==> config.mk <==
export PLATFORM = sky130hd
export DESIGN_NAME = pipeline_mem_responder_flat
export DESIGN_NICKNAME = d
export VERILOG_FILES = /design/src/rtl/pipeline_mem_responder_pkg.sv /design/src/rtl/pipeline_mem_responder_if.sv /design/src/rtl/pipeline_mem_responder.sv /design/src/flat_wrapper.sv
export SDC_FILE = /design/constraint.sdc
export NUM_CORES = 1
export LEC_CHECK = 0
export ABC_CLOCK_PERIOD_IN_PS = 1750
export BUFFER_PORTS_ARGS = -buffer_cell sky130_fd_sc_hd__buf_4
export CAP_MARGIN = 20
export CORE_ASPECT_RATIO = 0.75
export CORE_MARGIN = 3
export CORE_UTILIZATION = 45
export CTS_CLUSTER_DIAMETER = 30
export DETAILED_ROUTE_END_ITERATION = 12
export PLACE_DENSITY = 0.74
export SLEW_MARGIN = 0
export SYNTH_ARGS = -nofsm -noshare
export SYNTH_HDL_FRONTEND = slang
export SYNTH_SLANG_ARGS = --single-unit
==> constraint.sdc <==
create_clock -name clk -period 1.75 [get_ports clk]
set_input_delay 0.0875 -clock clk [delete_from_list [all_inputs] [get_ports clk]]
set_output_delay 0.0875 -clock clk [all_outputs]
set_load 0.05 [all_outputs]
==> src/rtl/pipeline_mem_responder_pkg.sv <==
// Shared LC-3b types: word/mask buses plus the memory-arbiter state and client enums.
package lc3b_types;

  typedef logic [15:0] lc3b_word;
  typedef logic [1:0]  lc3b_mem_wmask;

  typedef enum logic [2:0] {
    ARB_IDLE     = 3'd0,
    ARB_IF_ACC   = 3'd1,
    ARB_MEM_ACC  = 3'd2,
    ARB_IF_DONE  = 3'd3,
    ARB_MEM_DONE = 3'd4,
    ARB_GAP      = 3'd5
  } lc3b_arb_state;

  typedef enum logic {
    ARB_IF  = 1'b0,
    ARB_MEM = 1'b1
  } lc3b_arb_client;

  // Winner of an IDLE-cycle arbitration; only meaningful when a request is present.
  function automatic lc3b_arb_client arb_pick(input logic if_req, input logic mem_req,
                                              input lc3b_arb_client last, input logic fair);
    if (mem_req && (!if_req || !fair || last == ARB_IF))
      return ARB_MEM;
    return ARB_IF;
  endfunction

endpackage

==> src/rtl/pipeline_mem_responder_if.sv <==
// Bus bundle between the pipeline's two initiators, the responder and the backing memory.
interface pipeline_mem_responder_if;
  import lc3b_types::*;

  // Clients hold a request (memread/memwrite) steady until their one-cycle resp pulse;
  // the responder holds a pmem strobe until the one-cycle pmem_resp, rdata valid with resp.
  lc3b_word      if_memaddr;
  logic          if_memread;
  lc3b_mem_wmask if_mem_byte_enable;
  logic          if_mem_resp;
  lc3b_word      if_mem_rdata;

  lc3b_word      mem_memaddr;
  logic          mem_memread;
  logic          mem_memwrite;
  lc3b_mem_wmask mem_mem_byte_enable;
  lc3b_word      mem_mem_wdata;
  logic          mem_mem_resp;
  lc3b_word      mem_mem_rdata;

  lc3b_word      pmem_address;
  logic          pmem_read;
  logic          pmem_write;
  lc3b_mem_wmask pmem_byte_enable;
  lc3b_word      pmem_wdata;
  logic          pmem_resp;
  lc3b_word      pmem_rdata;

  modport slave (
    input  if_memaddr, if_memread, if_mem_byte_enable,
    output if_mem_resp, if_mem_rdata,
    input  mem_memaddr, mem_memread, mem_memwrite, mem_mem_byte_enable, mem_mem_wdata,
    output mem_mem_resp, mem_mem_rdata,
    output pmem_address, pmem_read, pmem_write, pmem_byte_enable, pmem_wdata,
    input  pmem_resp, pmem_rdata
  );

  modport master (
    output if_memaddr, if_memread, if_mem_byte_enable,
    input  if_mem_resp, if_mem_rdata,
    output mem_memaddr, mem_memread, mem_memwrite, mem_mem_byte_enable, mem_mem_wdata,
    input  mem_mem_resp, mem_mem_rdata,
    input  pmem_address, pmem_read, pmem_write, pmem_byte_enable, pmem_wdata,
    output pmem_resp, pmem_rdata
  );

endinterface

==> src/rtl/pipeline_mem_responder.sv <==
// Arbitrates the IF and MEM initiators onto one physical memory port and returns a
// one-cycle resp pulse with read data to whichever client was served.
module pipeline_mem_responder
  import lc3b_types::*;
#(
  parameter bit FAIR   = 1'b1,
  parameter bit IF_GAP = 1'b0
) (
  input  logic                     clk,
  input  logic                     rst,
  pipeline_mem_responder_if.slave  bus,
  output logic                     err_rw,
  output lc3b_arb_state            dbg_state
);

  lc3b_arb_state  state;
  lc3b_arb_client last_grant;

  lc3b_word       addr_q;
  lc3b_mem_wmask  be_q;
  lc3b_word       wdata_q;
  logic           pmem_read_q;
  logic           pmem_write_q;
  logic           if_resp_q;
  logic           mem_resp_q;
  lc3b_word       if_rdata_q;
  lc3b_word       mem_rdata_q;
  logic           err_q;

  logic           if_req;
  logic           mem_req;
  lc3b_arb_client winner;

  always_comb begin
    if_req  = bus.if_memread;
    mem_req = bus.mem_memread | bus.mem_memwrite;
    winner  = arb_pick(if_req, mem_req, last_grant, FAIR);
  end

  always_ff @(posedge clk) begin
    if (rst) begin
      state        <= ARB_IDLE;
      last_grant   <= ARB_IF;
      addr_q       <= '0;
      be_q         <= '0;
      wdata_q      <= '0;
      pmem_read_q  <= 1'b0;
      pmem_write_q <= 1'b0;
      if_resp_q    <= 1'b0;
      mem_resp_q   <= 1'b0;
      if_rdata_q   <= '0;
      mem_rdata_q  <= '0;
      err_q        <= 1'b0;
    end else begin
      case (state)
        ARB_IDLE: begin
          if (if_req || mem_req) begin
            if (winner == ARB_MEM) begin
              addr_q       <= bus.mem_memaddr;
              be_q         <= bus.mem_mem_byte_enable;
              wdata_q      <= bus.mem_mem_wdata;
              // Read+write together is resolved as a write and flagged.
              pmem_write_q <= bus.mem_memwrite;
              pmem_read_q  <= ~bus.mem_memwrite;
              if (bus.mem_memread && bus.mem_memwrite)
                err_q <= 1'b1;
              last_grant   <= ARB_MEM;
              state        <= ARB_MEM_ACC;
            end else begin
              addr_q       <= bus.if_memaddr;
              be_q         <= bus.if_mem_byte_enable;
              pmem_write_q <= 1'b0;
              pmem_read_q  <= 1'b1;
              last_grant   <= ARB_IF;
              state        <= ARB_IF_ACC;
            end
          end
        end

        ARB_IF_ACC: begin
          if (bus.pmem_resp) begin
            if (pmem_read_q)
              if_rdata_q <= bus.pmem_rdata;
            pmem_read_q  <= 1'b0;
            pmem_write_q <= 1'b0;
            if_resp_q    <= 1'b1;
            state        <= ARB_IF_DONE;
          end
        end

        ARB_MEM_ACC: begin
          if (bus.mem_memread && bus.mem_memwrite)
            err_q <= 1'b1;
          if (bus.pmem_resp) begin
            if (pmem_read_q)
              mem_rdata_q <= bus.pmem_rdata;
            pmem_read_q  <= 1'b0;
            pmem_write_q <= 1'b0;
            mem_resp_q   <= 1'b1;
            state        <= ARB_MEM_DONE;
          end
        end

        ARB_IF_DONE: begin
          if_resp_q <= 1'b0;
          state     <= IF_GAP ? ARB_GAP : ARB_IDLE;
        end

        ARB_MEM_DONE: begin
          mem_resp_q <= 1'b0;
          state      <= ARB_IDLE;
        end

        ARB_GAP: state <= ARB_IDLE;

        default: state <= ARB_IDLE;
      endcase
    end
  end

  // Every bus-facing output comes straight from a register.
  assign bus.pmem_address     = addr_q;
  assign bus.pmem_byte_enable = be_q;
  assign bus.pmem_wdata       = wdata_q;
  assign bus.pmem_read        = pmem_read_q;
  assign bus.pmem_write       = pmem_write_q;
  assign bus.if_mem_resp      = if_resp_q;
  assign bus.if_mem_rdata     = if_rdata_q;
  assign bus.mem_mem_resp     = mem_resp_q;
  assign bus.mem_mem_rdata    = mem_rdata_q;
  assign err_rw               = err_q;
  assign dbg_state            = state;

endmodule

==> src/flat_wrapper.sv <==
// flat-port wrapper written by rule: the top's interface ports become plain ports
module pipeline_mem_responder_flat import lc3b_types::*;
#(
  parameter bit FAIR   = 1'b1,
  parameter bit IF_GAP = 1'b0
)
  (clk, rst, err_rw, dbg_state, bus_if_memaddr, bus_if_memread, bus_if_mem_byte_enable, bus_if_mem_resp, bus_if_mem_rdata, bus_mem_memaddr, bus_mem_memread, bus_mem_memwrite, bus_mem_mem_byte_enable, bus_mem_mem_wdata, bus_mem_mem_resp, bus_mem_mem_rdata, bus_pmem_address, bus_pmem_read, bus_pmem_write, bus_pmem_byte_enable, bus_pmem_wdata, bus_pmem_resp, bus_pmem_rdata);
  pipeline_mem_responder_if bus_i ();
  input  logic clk;
  input  logic rst;
  output logic err_rw;
  output lc3b_arb_state dbg_state;
  input wire logic [$bits(bus_i.if_memaddr)-1:0] bus_if_memaddr;
  input wire logic [$bits(bus_i.if_memread)-1:0] bus_if_memread;
  input wire logic [$bits(bus_i.if_mem_byte_enable)-1:0] bus_if_mem_byte_enable;
  output wire logic [$bits(bus_i.if_mem_resp)-1:0] bus_if_mem_resp;
  output wire logic [$bits(bus_i.if_mem_rdata)-1:0] bus_if_mem_rdata;
  input wire logic [$bits(bus_i.mem_memaddr)-1:0] bus_mem_memaddr;
  input wire logic [$bits(bus_i.mem_memread)-1:0] bus_mem_memread;
  input wire logic [$bits(bus_i.mem_memwrite)-1:0] bus_mem_memwrite;
  input wire logic [$bits(bus_i.mem_mem_byte_enable)-1:0] bus_mem_mem_byte_enable;
  input wire logic [$bits(bus_i.mem_mem_wdata)-1:0] bus_mem_mem_wdata;
  output wire logic [$bits(bus_i.mem_mem_resp)-1:0] bus_mem_mem_resp;
  output wire logic [$bits(bus_i.mem_mem_rdata)-1:0] bus_mem_mem_rdata;
  output wire logic [$bits(bus_i.pmem_address)-1:0] bus_pmem_address;
  output wire logic [$bits(bus_i.pmem_read)-1:0] bus_pmem_read;
  output wire logic [$bits(bus_i.pmem_write)-1:0] bus_pmem_write;
  output wire logic [$bits(bus_i.pmem_byte_enable)-1:0] bus_pmem_byte_enable;
  output wire logic [$bits(bus_i.pmem_wdata)-1:0] bus_pmem_wdata;
  input wire logic [$bits(bus_i.pmem_resp)-1:0] bus_pmem_resp;
  input wire logic [$bits(bus_i.pmem_rdata)-1:0] bus_pmem_rdata;
  assign bus_i.if_memaddr = bus_if_memaddr;
  assign bus_i.if_memread = bus_if_memread;
  assign bus_i.if_mem_byte_enable = bus_if_mem_byte_enable;
  assign bus_if_mem_resp = bus_i.if_mem_resp;
  assign bus_if_mem_rdata = bus_i.if_mem_rdata;
  assign bus_i.mem_memaddr = bus_mem_memaddr;
  assign bus_i.mem_memread = bus_mem_memread;
  assign bus_i.mem_memwrite = bus_mem_memwrite;
  assign bus_i.mem_mem_byte_enable = bus_mem_mem_byte_enable;
  assign bus_i.mem_mem_wdata = bus_mem_mem_wdata;
  assign bus_mem_mem_resp = bus_i.mem_mem_resp;
  assign bus_mem_mem_rdata = bus_i.mem_mem_rdata;
  assign bus_pmem_address = bus_i.pmem_address;
  assign bus_pmem_read = bus_i.pmem_read;
  assign bus_pmem_write = bus_i.pmem_write;
  assign bus_pmem_byte_enable = bus_i.pmem_byte_enable;
  assign bus_pmem_wdata = bus_i.pmem_wdata;
  assign bus_i.pmem_resp = bus_pmem_resp;
  assign bus_i.pmem_rdata = bus_pmem_rdata;
  pipeline_mem_responder #(.FAIR(FAIR), .IF_GAP(IF_GAP)) u_core (.clk(clk), .rst(rst), .bus(bus_i), .err_rw(err_rw), .dbg_state(dbg_state));
endmodule
# [Word level (Yosys, flattened, before mapping)]
# Cells that the tools add are included.
[word_totals] regBits=75 elab_cells=69 input_bits=74 output_inout_bits=74
[op_classes] n_bitwise=3 eq_ne=9 muxes=25 n_reduce_logical=20
[ops] op="AND reduction 3 bit" count=6
[ops] op="two-way mux 16 bit" count=1
[ops] op="two-way mux 1 bit" count=13
[ops] op="case mux 1 bit (2 select lines)" count=5
[ops] op="two-way mux 3 bit" count=3
[ops] op="case mux 3 bit (3 select lines)" count=1
[ops] op="nonzero test 2 bit" count=4
[ops] op="== test 3 x 2 -> 1 bit, second input constant" count=2
[ops] op="inequality test 2 x 1 -> 1 bit, second input constant" count=3
[ops] op="AND reduction 2 bit" count=3
[ops] op="two-way mux 2 bit" count=2
[ops] op="inequality test 2 bit, second input constant" count=2
[ops] op="== test 3 x 1 -> 1 bit, second input constant" count=1
[ops] op="== test 3 bit, second input constant" count=1
[ops] op="logical NOT 3 bit" count=1
[ops] op="logical AND 1 bit" count=2
[ops] op="logical OR 1 bit" count=2
[ops] op="inverter 1 bit" count=2
[ops] op="OR reduction 2 bit" count=1
[ops] op="logical NOT 1 bit" count=1
[ops] op="bitwise OR 1 bit" count=1

# [Longest topological paths before layout]
[logic_depth] ltp_word=8 mapped_depth=6 mapped_depth_nobuf=3

# [Least setup slack after synthesis]
# Ideal clock, no wire load.
[synth_path] kind="flip-flop to flip-flop" from="register u_core.state[2], in the netlist u_core.dbg_state[2]" to="register u_core.addr_q[10], in the netlist u_core.bus.pmem_address[10]" stages_incl_launch_ff=7 t_required_ns=1.617 setup_time_ns=0.133 arrival_time_ns=1.552 n_path_buf=3 period_less_slack_ns=1.685 setup_slack_ns=0.065 path_cell_list="dfxtp_1 buf_6 or3_1 buf_6 nor2_8 buf_8 a311oi_1"
[synth_via] elab_chain_cells=2
[synth_rtl] element="start, declared" line_no="pipeline_mem_responder.sv:16" source="lc3b_arb_state state;"
[synth_rtl] element="start signal, assigned" line_no="pipeline_mem_responder.sv:106" source="state <= IF_GAP ? ARB_GAP : ARB_IDLE;"
[synth_rtl] element="logical NOT 3 bit" line_no="pipeline_mem_responder.sv:55" source="case (state)"
[synth_rtl] element="AND reduction 2 bit (no line)"
[synth_rtl] element="end signal, assigned" line_no="pipeline_mem_responder.sv:59" source="addr_q <= bus.mem_memaddr;"
[synth_rtl] element="end signal, assigned" line_no="pipeline_mem_responder.sv:70" source="addr_q <= bus.if_memaddr;"
[synth_rtl] element="end, declared" line_no="pipeline_mem_responder.sv:19" source="lc3b_word addr_q;"
# Every way passes these cells.
# A chain may end at the register's enable or synchronous reset.

# [Final worst setup path]
# Same ends and word-level chain as after synthesis.

==> results by group <==
Floorplan
  • Cell Rows: 26
  • Core Box Area: slightly below 7000 µm²
  • Die W: 104 µm
  • # IOs: 148
  • Die Area: between 8000 and 9000 µm²
  • Initial core utilization: 0.468
  • Die Span Y: 79.3 µm

Status
  • Status: complete, no violations

STA
  • Crit path time final: roughly 1.6 ns
  • Slew headroom: 0.545
  • Hold Slack: around 0.011 ns
  • Post-route clock period utilization: 0.928
  • RSZ-0062 raised after global routing: no
  • Worst slew pin tran: between 0.6 and 0.7 ns
  • Post-route setup slack: 0.125 ns
  • Skew final: ~0.0095 ns
  • Final Hold Viols: 0
  • Final Max Tran Viols: 0
  • Setup TNS: 0 ns
  • Max frequency: around 0.6 GHz
  • Final setup viols: 0

Critical path
  • Worst-path cell chain: or3_2 -> nor2_8 -> a311oi_1
  • Worst Setup Start Kind: flop
  • Max stage delay cell, worst path: or3_2
  • Crit path max fanout: 19
  • Worst path bufs/invs: 0
  • Delay-heaviest family, CP: simple AND/OR/NAND/NOR gates
  • Slowest stage delay, CP: around 0.7 ns
  • Crit path DAT: 1.83 ns
  • CP Data Required Time: a little under 2 ns
  • Critical path type: reg -> reg
  • CP Capture Type: flop

Global route
  • Met3 Usage GRT: 0.0585
  • Vias in the first global route: approximately 3300
  • Initial antenna violation count: 0
  • Pin count of the biggest net entering global routing: 50
  • Total track usage: 0.234
  • Total gr overflow: 0
  • Layer with the highest usage: met2
  • Global-route met1 utilization: 0.312
  • Met2 Usage GRT: 0.369
  • First-pass GRT wire length: 15900 µm

Finish
  • Fillers: between 500 and 600
  • Sequential Area: between 1500 and 2000 µm²
  • Nets: 603
  • Layout cells sized above 1: 0.343
  • Synth-to-Final Area Change: 46.7%
  • Area of the multi-input gates: roughly 1500 µm²
  • # diodes: 0
  • Post-layout util: 0.686

Synthesis
  • Synth Area in XOR/XNOR: 0.00272
  • Register bit count reported by yosys: 75
  • Synth area leader: dfxtp_1
  • Synth Area in Simple Gates: 0.166
  • Synth top cells by count: dfxtp_1, a21oi_1, o21ai_0
  • Yosys warns: 0
  • Syn nets: approximately 450
  • Cells after synthesis: 380
  • Most used DFF post-synth: dfxtp_1
  • Syn_area_per_cell: around 8.5 µm²
  • Mapped cell area: roughly 3200 µm²
  • Seq/Total Area, Yosys: 0.465
  • EDFF count, synth: 0
  • Post-synth ARST share: 0
  • Post-synthesis compound-gate area fraction: 0.280
  • Most common cell in the netlist: dfxtp_1
  • Share of synthesized area spent on multiplexers: 0.00621
  • Largest family of logic cells by synthesized area: compound AO/OA/AOI/OAI gates
  • Number of distinct library cells after synthesis: 34
  • Share of the synthesized area in the top cell type: 0.465
  • Top post-synthesis cells by area: dfxtp_1, a21oi_1, o21ai_0
  • Post-Synth Adder-Cell Area: 0

CTS
  • Root Driver: clkbuf_8
  • # clock sinks: 75
  • CTS tree: built
  • CTS clk-pin slew, worst paths: ~0.08 ns
  • Post-CTS Setup Bufs: 0
  • Bufs on Longest Clock Path: 2
  • Worst-Skew Late Latency: ~0.34 ns
  • Num CTS Buffers: 9
  • H-tree depth: 3

Routing
  • Drt wl/cell: 15.5 µm
  • Via count: 3412
  • TritonRoute pass-1 iters: 4
  • DR DRC count: 0
  • First DRT Iteration DRCs: roughly 200
  • Routed wire length: around 9800 µm
  • Routed Antenna Nets: 0
  • Vias/cell: approximately 5.4

Placed design
  • Port bufs: between 100 and 150
  • Dpl hpwl: about 6500 µm
  • Placer Congestion: about 0.8
  • Post-place setup slack: slightly above 0.09 ns

Power
  • Leakage power: 0.00199 µW
  • Pwr/cell area: between 1000 and 1500 nW/µm²
  • VDD IR max: 0.706 mV

Min path
  • Hold crit path type: in -> reg

Flow run
  • Maxcap violations: 0
where the power goes:
group	switching (µW)	internal [µW]	total (µW)	leakage (µW)
Sequential	124	1910	2040	0.000613
Combinational	1470	727	2200	0.00127
Clock	653	742	1400	0.000106
layout by cell type, fill, tap and decap left out, types with 2 or more instances in the layout:
cell / count
a21oi_1: 71
a311oi_1: 19
and3b_1: 2
buf_12: 2
buf_4: 156
clkbuf_8: 11
dfxtp_1: 75
dlygate4sd3_1: 20
inv_1: 4
mux2i_1: 2
nand2_1: 42
nand2b_1: 2
nand3_1: 48
nor2b_1: 2
nor3_4: 2
o2111ai_1: 2
o21ai_0: 52
stage by stage:
stage | total power, µW | instance area, µm² | std cells
after floorplan | 3610 | 3230 | 380
after global placement | 4210 | 4320 | 596
after detailed placement | 4240 | 4320 | 596
after CTS | 5660 | 4730 | 632
after global routing | 5910 | 4730 | 632
final | 5630 | 4730 | 632
sequential cells by signal (all words and copies together) (netlist names):
register	cells
u_core.bus.if_mem_rdata	16
u_core.bus.if_mem_resp	1
u_core.bus.mem_mem_rdata	16
u_core.bus.mem_mem_resp	1
u_core.bus.pmem_address	16
u_core.bus.pmem_byte_enable	2
u_core.bus.pmem_read	1
u_core.bus.pmem_wdata	16
u_core.bus.pmem_write	1
u_core.dbg_state	3
u_core.err_rw	1
u_core.last_grant	1
tightest hold or removal path, delay by kind of cell:
family | cells | cell delay (ns)
AND/OR/NAND/NOR | 1 | 0.04
AO/OA/AOI/OAI | 1 | 0.07
buffers and inverters | 1 | 0.11
routing by layer:
layer,part of all wire,vias up
li1,-,1671
met1,0.44,1588
met4,0.017,0
met3,0.068,16
met2,0.48,137
met5,0,-
logic make-up after synthesis:
logic type | Yosys count
and+or+nand+nor | 106
buffers and inverters | 44
xor gates and xnor gates | 1
AOI/OAI and AO/OA | 152
DFF | 75
muxes | 2
repair_timing:
item / in CTS / in global routing
hold buffers: 20 / 0
gates resized for setup: 0 / 1
endpoints found under the setup margin: 0 / 16
hold endpoints to repair: 23 / 0
layout make-up:
class                           count  share of cell area
Sequential cell                    75               0.317
Multi-Input combinational cell    261               0.310
Timing Repair Buffer              178               0.298
Clock buffer                       11              0.0320
Tap cell                           98              0.0259
Clock inverter                      5              0.0127
Inverter                            4             0.00317
path summary, 6_finish.rpt:
kind	from	endpoint	slack, ns	cells after the start
min reg2reg	u_core.err_rw	u_core.err_rw	0.45	2
max	u_core.dbg_state[2]	u_core.bus.pmem_address[10]	0.13	3
min	bus_if_mem_byte_enable[0]	u_core.bus.pmem_byte_enable[0]	0.01	3
max reg2reg	u_core.dbg_state[2]	u_core.bus.pmem_address[10]	0.13	3
No activity file was read; power rests on OpenSTA's default activity.
